## src/rtl/multicycle_sequencer_pkg.sv

```systemverilog
// Shared definitions for the multicycle sequencer: state codes, RV32I opcodes,
// datapath select encodings and the decoded-control bundle.
package multicycle_sequencer_pkg;

    typedef logic [2:0] state_t;

    localparam state_t ST_FETCH  = 3'd0;
    localparam state_t ST_DECODE = 3'd1;
    localparam state_t ST_EXEC   = 3'd2;
    localparam state_t ST_MEM    = 3'd3;
    localparam state_t ST_WB     = 3'd4;
    localparam state_t ST_HALT   = 3'd5;
    localparam state_t ST_TRAP   = 3'd6;

    localparam logic [6:0] OPC_LOAD   = 7'b0000011;
    localparam logic [6:0] OPC_STORE  = 7'b0100011;
    localparam logic [6:0] OPC_OP     = 7'b0110011;
    localparam logic [6:0] OPC_OP_IMM = 7'b0010011;
    localparam logic [6:0] OPC_BRANCH = 7'b1100011;
    localparam logic [6:0] OPC_JAL    = 7'b1101111;
    localparam logic [6:0] OPC_JALR   = 7'b1100111;
    localparam logic [6:0] OPC_LUI    = 7'b0110111;
    localparam logic [6:0] OPC_AUIPC  = 7'b0010111;
    localparam logic [6:0] OPC_SYSTEM = 7'b1110011;

    typedef enum logic [1:0] {
        PC_SRC_PLUS4  = 2'd0,
        PC_SRC_BRANCH = 2'd1,
        PC_SRC_JAL    = 2'd2,
        PC_SRC_JALR   = 2'd3
    } pc_src_e;

    typedef enum logic [1:0] {
        WB_ALU  = 2'd0,
        WB_MEM  = 2'd1,
        WB_PC4  = 2'd2,
        WB_IMM  = 2'd3
    } wb_sel_e;

    typedef enum logic [1:0] {
        TRAP_NONE        = 2'd0,
        TRAP_ILLEGAL     = 2'd1,
        TRAP_BUS_TIMEOUT = 2'd2
    } trap_cause_e;

    // Everything the FSM needs to know about the held instruction.
    typedef struct packed {
        logic    legal;
        logic    is_system;
        logic    is_load;
        logic    is_store;
        logic    is_branch;
        logic    alu_src_a;
        logic    alu_src_b;
        wb_sel_e wb_sel;
        pc_src_e pc_src;
    } decode_t;

endpackage

```

## src/rtl/seq_decode.sv

```systemverilog
// Combinational opcode decoder: maps IR[6:0] onto the control bundle consumed
// by the multicycle sequencer FSM.
module seq_decode
    import multicycle_sequencer_pkg::*;
(
    input  logic [6:0] opcode,
    output decode_t    dec
);

    always_comb begin
        // NOTE: every field gets a default before the case so no path leaves
        // a field unassigned, which would otherwise infer a latch.
        dec           = '0;
        dec.legal     = 1'b1;
        dec.wb_sel    = WB_ALU;
        dec.pc_src    = PC_SRC_PLUS4;
        case (opcode)
            OPC_LOAD: begin
                dec.is_load   = 1'b1;
                dec.alu_src_b = 1'b1;
                dec.wb_sel    = WB_MEM;
            end
            OPC_STORE: begin
                dec.is_store  = 1'b1;
                dec.alu_src_b = 1'b1;
            end
            OPC_OP: begin
                dec.alu_src_b = 1'b0;
            end
            OPC_OP_IMM: begin
                dec.alu_src_b = 1'b1;
            end
            OPC_BRANCH: begin
                // ALU forms the target (pc + imm); the comparator sees rs1/rs2.
                dec.is_branch = 1'b1;
                dec.alu_src_a = 1'b1;
            end
            OPC_JAL: begin
                dec.alu_src_a = 1'b1;
                dec.alu_src_b = 1'b1;
                dec.wb_sel    = WB_PC4;
                dec.pc_src    = PC_SRC_JAL;
            end
            OPC_JALR: begin
                dec.alu_src_b = 1'b1;
                dec.wb_sel    = WB_PC4;
                dec.pc_src    = PC_SRC_JALR;
            end
            OPC_LUI: begin
                dec.alu_src_b = 1'b1;
                dec.wb_sel    = WB_IMM;
            end
            OPC_AUIPC: begin
                dec.alu_src_a = 1'b1;
                dec.alu_src_b = 1'b1;
            end
            OPC_SYSTEM: begin
                dec.is_system = 1'b1;
            end
            default: begin
                dec.legal = 1'b0;
            end
        endcase
    end

endmodule

```

## src/rtl/multicycle_sequencer.sv

```systemverilog
// Multicycle RV32I control sequencer: FETCH/DECODE/EXEC/MEM/WB FSM with bus
// wait timeout, sticky HALT/TRAP, and per-state control strobes.
module multicycle_sequencer
    import multicycle_sequencer_pkg::*;
#(
    parameter int MEM_TIMEOUT = 16
) (
    input  logic       clk,
    input  logic       reset,
    input  logic [6:0] opcode,
    input  logic       imem_ready,
    input  logic       dmem_ready,
    input  logic       branch_taken,
    output logic       imem_req,
    output logic       ir_load,
    output logic       dmem_req,
    output logic       dmem_we,
    output logic       alu_src_a,
    output logic       alu_src_b,
    output logic       rf_we,
    output logic [1:0] wb_sel,
    output logic       pc_write,
    output logic [1:0] pc_src,
    output logic       retired,
    output logic [2:0] state,
    output logic       halted,
    output logic [1:0] trap_cause
);

    localparam int CNT_W = $clog2(MEM_TIMEOUT + 1);
    localparam logic [CNT_W-1:0] LAST_WAIT = CNT_W'(MEM_TIMEOUT - 1);

    state_t           state_q, state_d;
    logic [CNT_W-1:0] wait_q, wait_d;
    trap_cause_e      trap_q, trap_d;
    decode_t          dec;
    logic             timeout;

    seq_decode u_decode (
        .opcode (opcode),
        .dec    (dec)
    );

    // Last permitted wait cycle: ready low here means the bus has given up.
    assign timeout = (wait_q == LAST_WAIT);

    always_comb begin
        state_d = state_q;
        wait_d  = '0;
        trap_d  = trap_q;
        case (state_q)
            ST_FETCH: begin
                if (imem_ready) begin
                    state_d = ST_DECODE;
                end else if (timeout) begin
                    state_d = ST_TRAP;
                    trap_d  = TRAP_BUS_TIMEOUT;
                end else begin
                    wait_d = wait_q + 1'b1;
                end
            end
            ST_DECODE: begin
                if (dec.is_system) begin
                    state_d = ST_HALT;
                end else if (!dec.legal) begin
                    state_d = ST_TRAP;
                    trap_d  = TRAP_ILLEGAL;
                end else begin
                    state_d = ST_EXEC;
                end
            end
            ST_EXEC: begin
                if (dec.is_load || dec.is_store) begin
                    state_d = ST_MEM;
                end else if (dec.is_branch) begin
                    state_d = ST_FETCH;
                end else begin
                    state_d = ST_WB;
                end
            end
            ST_MEM: begin
                if (dmem_ready) begin
                    state_d = dec.is_store ? ST_FETCH : ST_WB;
                end else if (timeout) begin
                    state_d = ST_TRAP;
                    trap_d  = TRAP_BUS_TIMEOUT;
                end else begin
                    wait_d = wait_q + 1'b1;
                end
            end
            ST_WB:   state_d = ST_FETCH;
            ST_HALT: state_d = ST_HALT;
            ST_TRAP: state_d = ST_TRAP;
            default: state_d = ST_FETCH;
        endcase
    end

    always_ff @(posedge clk) begin
        // NOTE: sequential state uses non-blocking assignments so every
        // register samples its pre-edge value, independent of statement order.
        if (reset) begin
            state_q <= ST_FETCH;
            wait_q  <= '0;
            trap_q  <= TRAP_NONE;
        end else begin
            state_q <= state_d;
            wait_q  <= wait_d;
            trap_q  <= trap_d;
        end
    end

    // Strobes are gated by reset so an instruction caught mid-flight never
    // retires or writes back during the reset cycle.
    always_comb begin
        imem_req  = 1'b0;
        ir_load   = 1'b0;
        dmem_req  = 1'b0;
        dmem_we   = 1'b0;
        alu_src_a = 1'b0;
        alu_src_b = 1'b0;
        rf_we     = 1'b0;
        wb_sel    = WB_ALU;
        pc_write  = 1'b0;
        pc_src    = PC_SRC_PLUS4;
        retired   = 1'b0;
        if (!reset) begin
            case (state_q)
                ST_FETCH: begin
                    imem_req = 1'b1;
                    ir_load  = imem_ready;
                end
                ST_EXEC: begin
                    alu_src_a = dec.alu_src_a;
                    alu_src_b = dec.alu_src_b;
                    if (dec.is_branch) begin
                        pc_write = 1'b1;
                        retired  = 1'b1;
                        pc_src   = branch_taken ? PC_SRC_BRANCH : PC_SRC_PLUS4;
                    end
                end
                ST_MEM: begin
                    dmem_req = 1'b1;
                    dmem_we  = dec.is_store;
                    if (dmem_ready && dec.is_store) begin
                        pc_write = 1'b1;
                        retired  = 1'b1;
                    end
                end
                ST_WB: begin
                    rf_we    = 1'b1;
                    pc_write = 1'b1;
                    retired  = 1'b1;
                    wb_sel   = dec.wb_sel;
                    pc_src   = dec.pc_src;
                end
                default: begin
                end
            endcase
        end
    end

    assign state      = state_q;
    assign halted     = !reset && (state_q == ST_HALT);
    assign trap_cause = reset ? TRAP_NONE : trap_q;

endmodule

```

## config.mk

```make
export PLATFORM = sky130hd
export DESIGN_NAME = multicycle_sequencer
export DESIGN_NICKNAME = d
export VERILOG_FILES = /design/src/rtl/multicycle_sequencer_pkg.sv /design/src/rtl/seq_decode.sv /design/src/rtl/multicycle_sequencer.sv
export SDC_FILE = /design/constraint.sdc
export NUM_CORES = 1
export LEC_CHECK = 0
export ABC_AREA = 1
export BUFFER_PORTS_ARGS = -buffer_cell sky130_fd_sc_hd__buf_2
export CORE_UTILIZATION = 52
export CTS_CLUSTER_SIZE = 40
export DETAILED_ROUTE_END_ITERATION = 10
export GPL_ROUTABILITY_DRIVEN = 0
export PLACE_DENSITY = 0.93
export SLEW_MARGIN = 0
export SYNTH_ARGS = -nofsm -noshare
export SYNTH_HDL_FRONTEND = slang
export SYNTH_SLANG_ARGS = --single-unit
```

## constraint.sdc

```tcl
create_clock -name clk -period 2.8 [get_ports clk]
set_input_delay 0.56 -clock clk [delete_from_list [all_inputs] [get_ports clk]]
set_output_delay 0.56 -clock clk [all_outputs]
set_load 0.05 [all_outputs]
```

Word-level counts from Yosys, hierarchy flattened. Cells that the tools add are included.

Add/subtract/negate cells: 1. Reductions and logical operators: 11. Muxes and demuxes: 53. Equal/unequal tests: 21.

Operators by type and width (count): 7-bit == test (second input constant) (4); 1-bit 2-to-1 mux (26); 3-bit 2-to-1 mux (8); 7-bit by 6-bit == test with 1-bit output (second input constant) (3); 2-bit 2-to-1 mux (9); 3-bit one-hot mux with 6 select lines (1); 5-bit 2-to-1 mux (3); 7-bit by 5-bit == test with 1-bit output (second input constant) (2); 2-bit one-hot mux with 3 select lines (2); 5-bit one-hot mux with 2 select lines (1); 10-bit OR reduction (1); 3-bit == test (second input constant) (3); 2-bit inequality test (second input constant) (4); 2-bit one-hot mux with 2 select lines (2); 7-bit by 2-bit == test with 1-bit output (second input constant) (1); 7-bit OR reduction (1); 3-bit by 2-bit == test with 1-bit output (second input constant) (2); 5-bit by 1-bit adder with 5-bit output (second input constant) (1); 5-bit by 4-bit == test with 1-bit output (second input constant) (1); 5-bit AND reduction (1); 3-bit by 1-bit == test with 1-bit output (second input constant) (1); 3-bit logical NOT (1); 1-bit one-hot mux with 3 select lines (1); 3-bit nonzero test (1); other kinds (5) (6).

Word-level logic and storage cells: 89. Output and inout port bits: 19. Bits in registers: 10. Input port bits: 12.

Longest topological paths before layout.
Depth after elaboration: 6. Depth in mapped cells: 11.

Modules after synthesis. Synthesis repeated with hierarchy kept, for this count alone.

Cell total of the unflattened synthesis: 162. Area, all modules: 913.4 sq um.

Modules (own cells, without submodules): multicycle_sequencer (area an instance 708.2 sq um, instances 1, cells each 114); seq_decode (area an instance 205.2 sq um, instances 1, cells each 48).

Worst setup path after synthesis. No wires, ideal clock.

Kind: register to output. Start point: register state_q[2] (netlist: state[2]). End point: output port pc_src[0]. Required time: 2.240 ns. Cell stages (with the launch flop): 7. Buffers on the path: 0. Data arrival time: 2.592 ns. Slack: -0.352 ns. Path through: dfxtp_1 inv_2 nor3_2 inv_1 nor2_2 inv_1 a22oi_1.

Cells in the longest elaborated chain, start to end: 3. Elaborated cells between the ends (all ways): 4. Those cells by class: eq/ne: 2; mux: 2.

RTL lines: start: declaration (line multicycle_sequencer.sv:33) `state_t state_q, state_d;`; start signal: assignment (line multicycle_sequencer.sv:106) `state_q <= state_d;`; 3-bit == test or 3-bit by 2-bit == test with 1-bit output (tied branches) (line multicycle_sequencer.sv:127) `case (state_q)`; 2-bit one-hot mux with 2 select lines (*) (line multicycle_sequencer.sv:127); 2-bit 2-to-1 mux (*) (line multicycle_sequencer.sv:126) `if (!reset) begin`; end: declaration (line multicycle_sequencer.sv:23) `output logic [1:0] pc_src,`.

Mark *: on every way between the ends. The rest lies on a longest branch, timed or not.

Worst setup path after layout.
Start point: input port opcode[2]. End point: output port pc_write.

Cells in the longest elaborated chain, start to end: 6. Elaborated cells between the ends (all ways): 9. Those cells by class: eq/ne: 2; mux: 6; reduce/logical: 1.

RTL lines: start: declaration (line multicycle_sequencer.sv:10) `input logic [6:0] opcode,`; 7-bit by 6-bit == test with 1-bit output (line seq_decode.sv:17) `case (opcode)`; 1-bit 2-to-1 mux (line seq_decode.sv:17); 1-bit logical AND (line multicycle_sequencer.sv:144) `if (dmem_ready && dec.is_store) begin`; 1-bit 2-to-1 mux (line multicycle_sequencer.sv:144); 1-bit one-hot mux with 3 select lines (*) (line multicycle_sequencer.sv:127); 1-bit 2-to-1 mux (*) (line multicycle_sequencer.sv:126); end: declaration (line multicycle_sequencer.sv:22) `output logic pc_write,`.

Marks and branches as above.

==> flow_summary.toml <==
[die]
die_y_um = 42.5
core_area_um2 = 1520
die_x_um = 42.5
die-area_um2 = 1800
start_util_pct = 55.9
io_pins = 31
rows = 14

[critical_path]
arrival_ns = 1.83
path_max_fanout = 4
rr_worst_depth = 7
r2r_end = "state[2]"
worst_ep_required_time_ns = 2.24
crit_end = "pc_write"
path_cells = "buf_2 > nor2_1 > nand2_1 > nor2_1 > inv_1 > o221ai_1 > nand2_1 > inv_1 > buf_2"
worstSetupPathType = "in2out"
cp-start-kind = "primary input"
rrSetupSlack_ns = 1.30
r2r-start = "wait_q[0]"
critPathMaxStageDelay_ns = 0.25
slowest_stage = "buf_2"
crit_start = "opcode[2]"
end_kind = "primary output"

[yosys]
synthArstFlopShare_pct = 0
syn_avg_cell_area_um2 = 6.22
synth_warnings = 0
synthAdderAreaFrac_pct = 1.47
synth_top_flop_cell = "dfxtp_1"
synth_most_common_cell = "nor2_1"
ys_ff_latch = 10
synth-compound-area-share_pct = 14.4
synth-simple-area-share_pct = 44.9
synth_cell_type_count = 30
ys_top_cells_by_count = "nor2_1, inv_1, nand2_1"
synth_area_leaders = "dfxtp_1, nor2_1, inv_1"
muxShareOfSynthArea_pct = 0
yosys.area_share.xor_xnor_pct = 2.06
synth_edf_count = 0
syn_inst = 137
synth_top_family_by_area = "simple AND/OR/NAND/NOR gates"
syn_area_um2 = 852
synth_top_cell_by_area = "dfxtp_1"
yosysTopAreaCellShare_pct = 23.5
yosysSeqAreaShare_pct = 23.5
syn_nets = 150

[grt]
overflow = 0
antenna_found_initial = 0
grt_pass1_vias = 896
grt_pass1_wl_mm = 3.49
grt.total_usage_pct = 24.9
grt_start_max_net_pins = 14

[cts]
cts_tree = "built"
cts.sinks = 10
clkSlewWorstSetupHoldPaths_ns = 0.06
cts-buffers-inserted = 3
post-cts-setup-buffers = 0
clkLatencyLatePin_ns = 0.25
clockBufferDepth = 2
clockRootBuffer = "clkbuf_4"
cts_max_level = 1
ctsHoldBuffers = 0
cts.repair.resized = 0

[route]
vias = 991
drt_wl_total_mm = 1.95
first_pass_iters = 4
routedWlPerCell_um = 10.7
final_antenna_net_count = 0
viasPerCell = 5.42
drtIter0Drc = 16
drc = 0

[cells_and_area]
final_nets = 182
layout-drive-gt1-share_pct = 33.5
final_core_util_pct = 67.9
diodes = 0
area_growth_pct = 21.4
stdcell_area_um2 = 1030

[sta]
setup_viol_count_final = 0
max_freq_ghz = 0.418
timing.final.ws_setup_ns = 0.407
fin_worst_skew_ns = 0.00105
hold_ws_ns = 0.465
setup_tns_ns = 0
rsz0062_at_grt = "no"
final-max-slew-violation-count = 0
tightestPinTransition_ns = 0.454
layout_min_cycle_time_ns = 2.39
hold_viol_final = 0
relSlewSlack_pct = 69.7
finalCritPeriodShare_pct = 85.5

[placed_design]
io_buffer_count = 30
dpl_cell_area_um2 = 1010
place.detailed.hpwl_mm = 1.68
post-place-ws_ns = 0.450

[pwr]
peakVddDrop_v = 0.000376
pwr_density_cell_nw_per_um2 = 334
p_leak_uw = 0.000532

[min_path]
hp-class = "reg2reg"
min-delay-start = "wait_q[0]"

[flow_run]
cap_violations = 0

[run_status]
status = "finished clean"
per-stage QoR:
stage	power, uW	cells
after floorplan	234	137
after global placement	257	180
after detailed placement	259	180
after CTS	350	183
after global routing	371	183
final	345	183
per-layer routing:
layer  global-route usage, %  wire length, um  vias to the layer above
met3                    7.33              128                        4
met2                    41.8              963                       38
li1                        -                -                      509
met1                    30.8              834                      440
met4                    6.88               27                        0
met5                       0                0                        -
how the worst min path moves through the flow:
stage / depth (start not counted) / endpoint
3_3_place_gp: 2 / trap_q[0]
6_report: 1 / wait_q[0]
3_5_place_dp: 1 / wait_q[0]
4_1_cts: 1 / wait_q[0]
2_1_floorplan: 2 / trap_q[0]
5_1_grt: 2 / wait_q[4]
layout by cell type (no fill, tap or decap), types with 3 or more instances in the layout:
cell type,count
clkbuf_4,3
nand2_1,18
inv_2,4
a21oi_1,4
nor2_1,22
nand4_1,4
o21ai_0,3
nand3_1,14
nor2_2,5
nand2_2,5
buf_2,30
inv_1,21
dfxtp_1,9
nor3_1,5
state kept, by name, indices dropped and copies added, names as in the netlist:
register,count
state,3
trap_q,2
wait_q,5
cell families (layout without fill, tap and decap cells):
group                      count (synthesis)  count (layout)
AOI/OAI and AO/OA                         18              18
and+or+nand+nor                           78              78
adders and majority gates                  1               1
DFF                                       10              10
buffers and inverters                     28              58
xor gates and xnor gates                   2               2
layout make-up:
| class | count | area (um2) |
|---|---|---|
| inverter | 25 | 93.8 |
| tap | 16 | 20.0 |
| sequential | 10 | 201 |
| clock buffer | 3 | 22.5 |
| fill | 149 | 489 |
| timing repair buffer | 30 | 150 |
| multi-input combinational | 99 | 547 |
critical path, delay by kind of cell:
kind                   cells  cell delay, ns
buffers and inverters      4            0.56
AND/OR/NAND/NOR            4            0.51
AO/OA/AOI/OAI              1            0.20
power breakdown:
group,internal [uW],total (uW),switching [uW]
Clock,49.1,88.4,39.4
Sequential,148,157,9.06
Combinational,28.8,99.4,70.7
No activity file was read; power rests on OpenSTA's default activity.
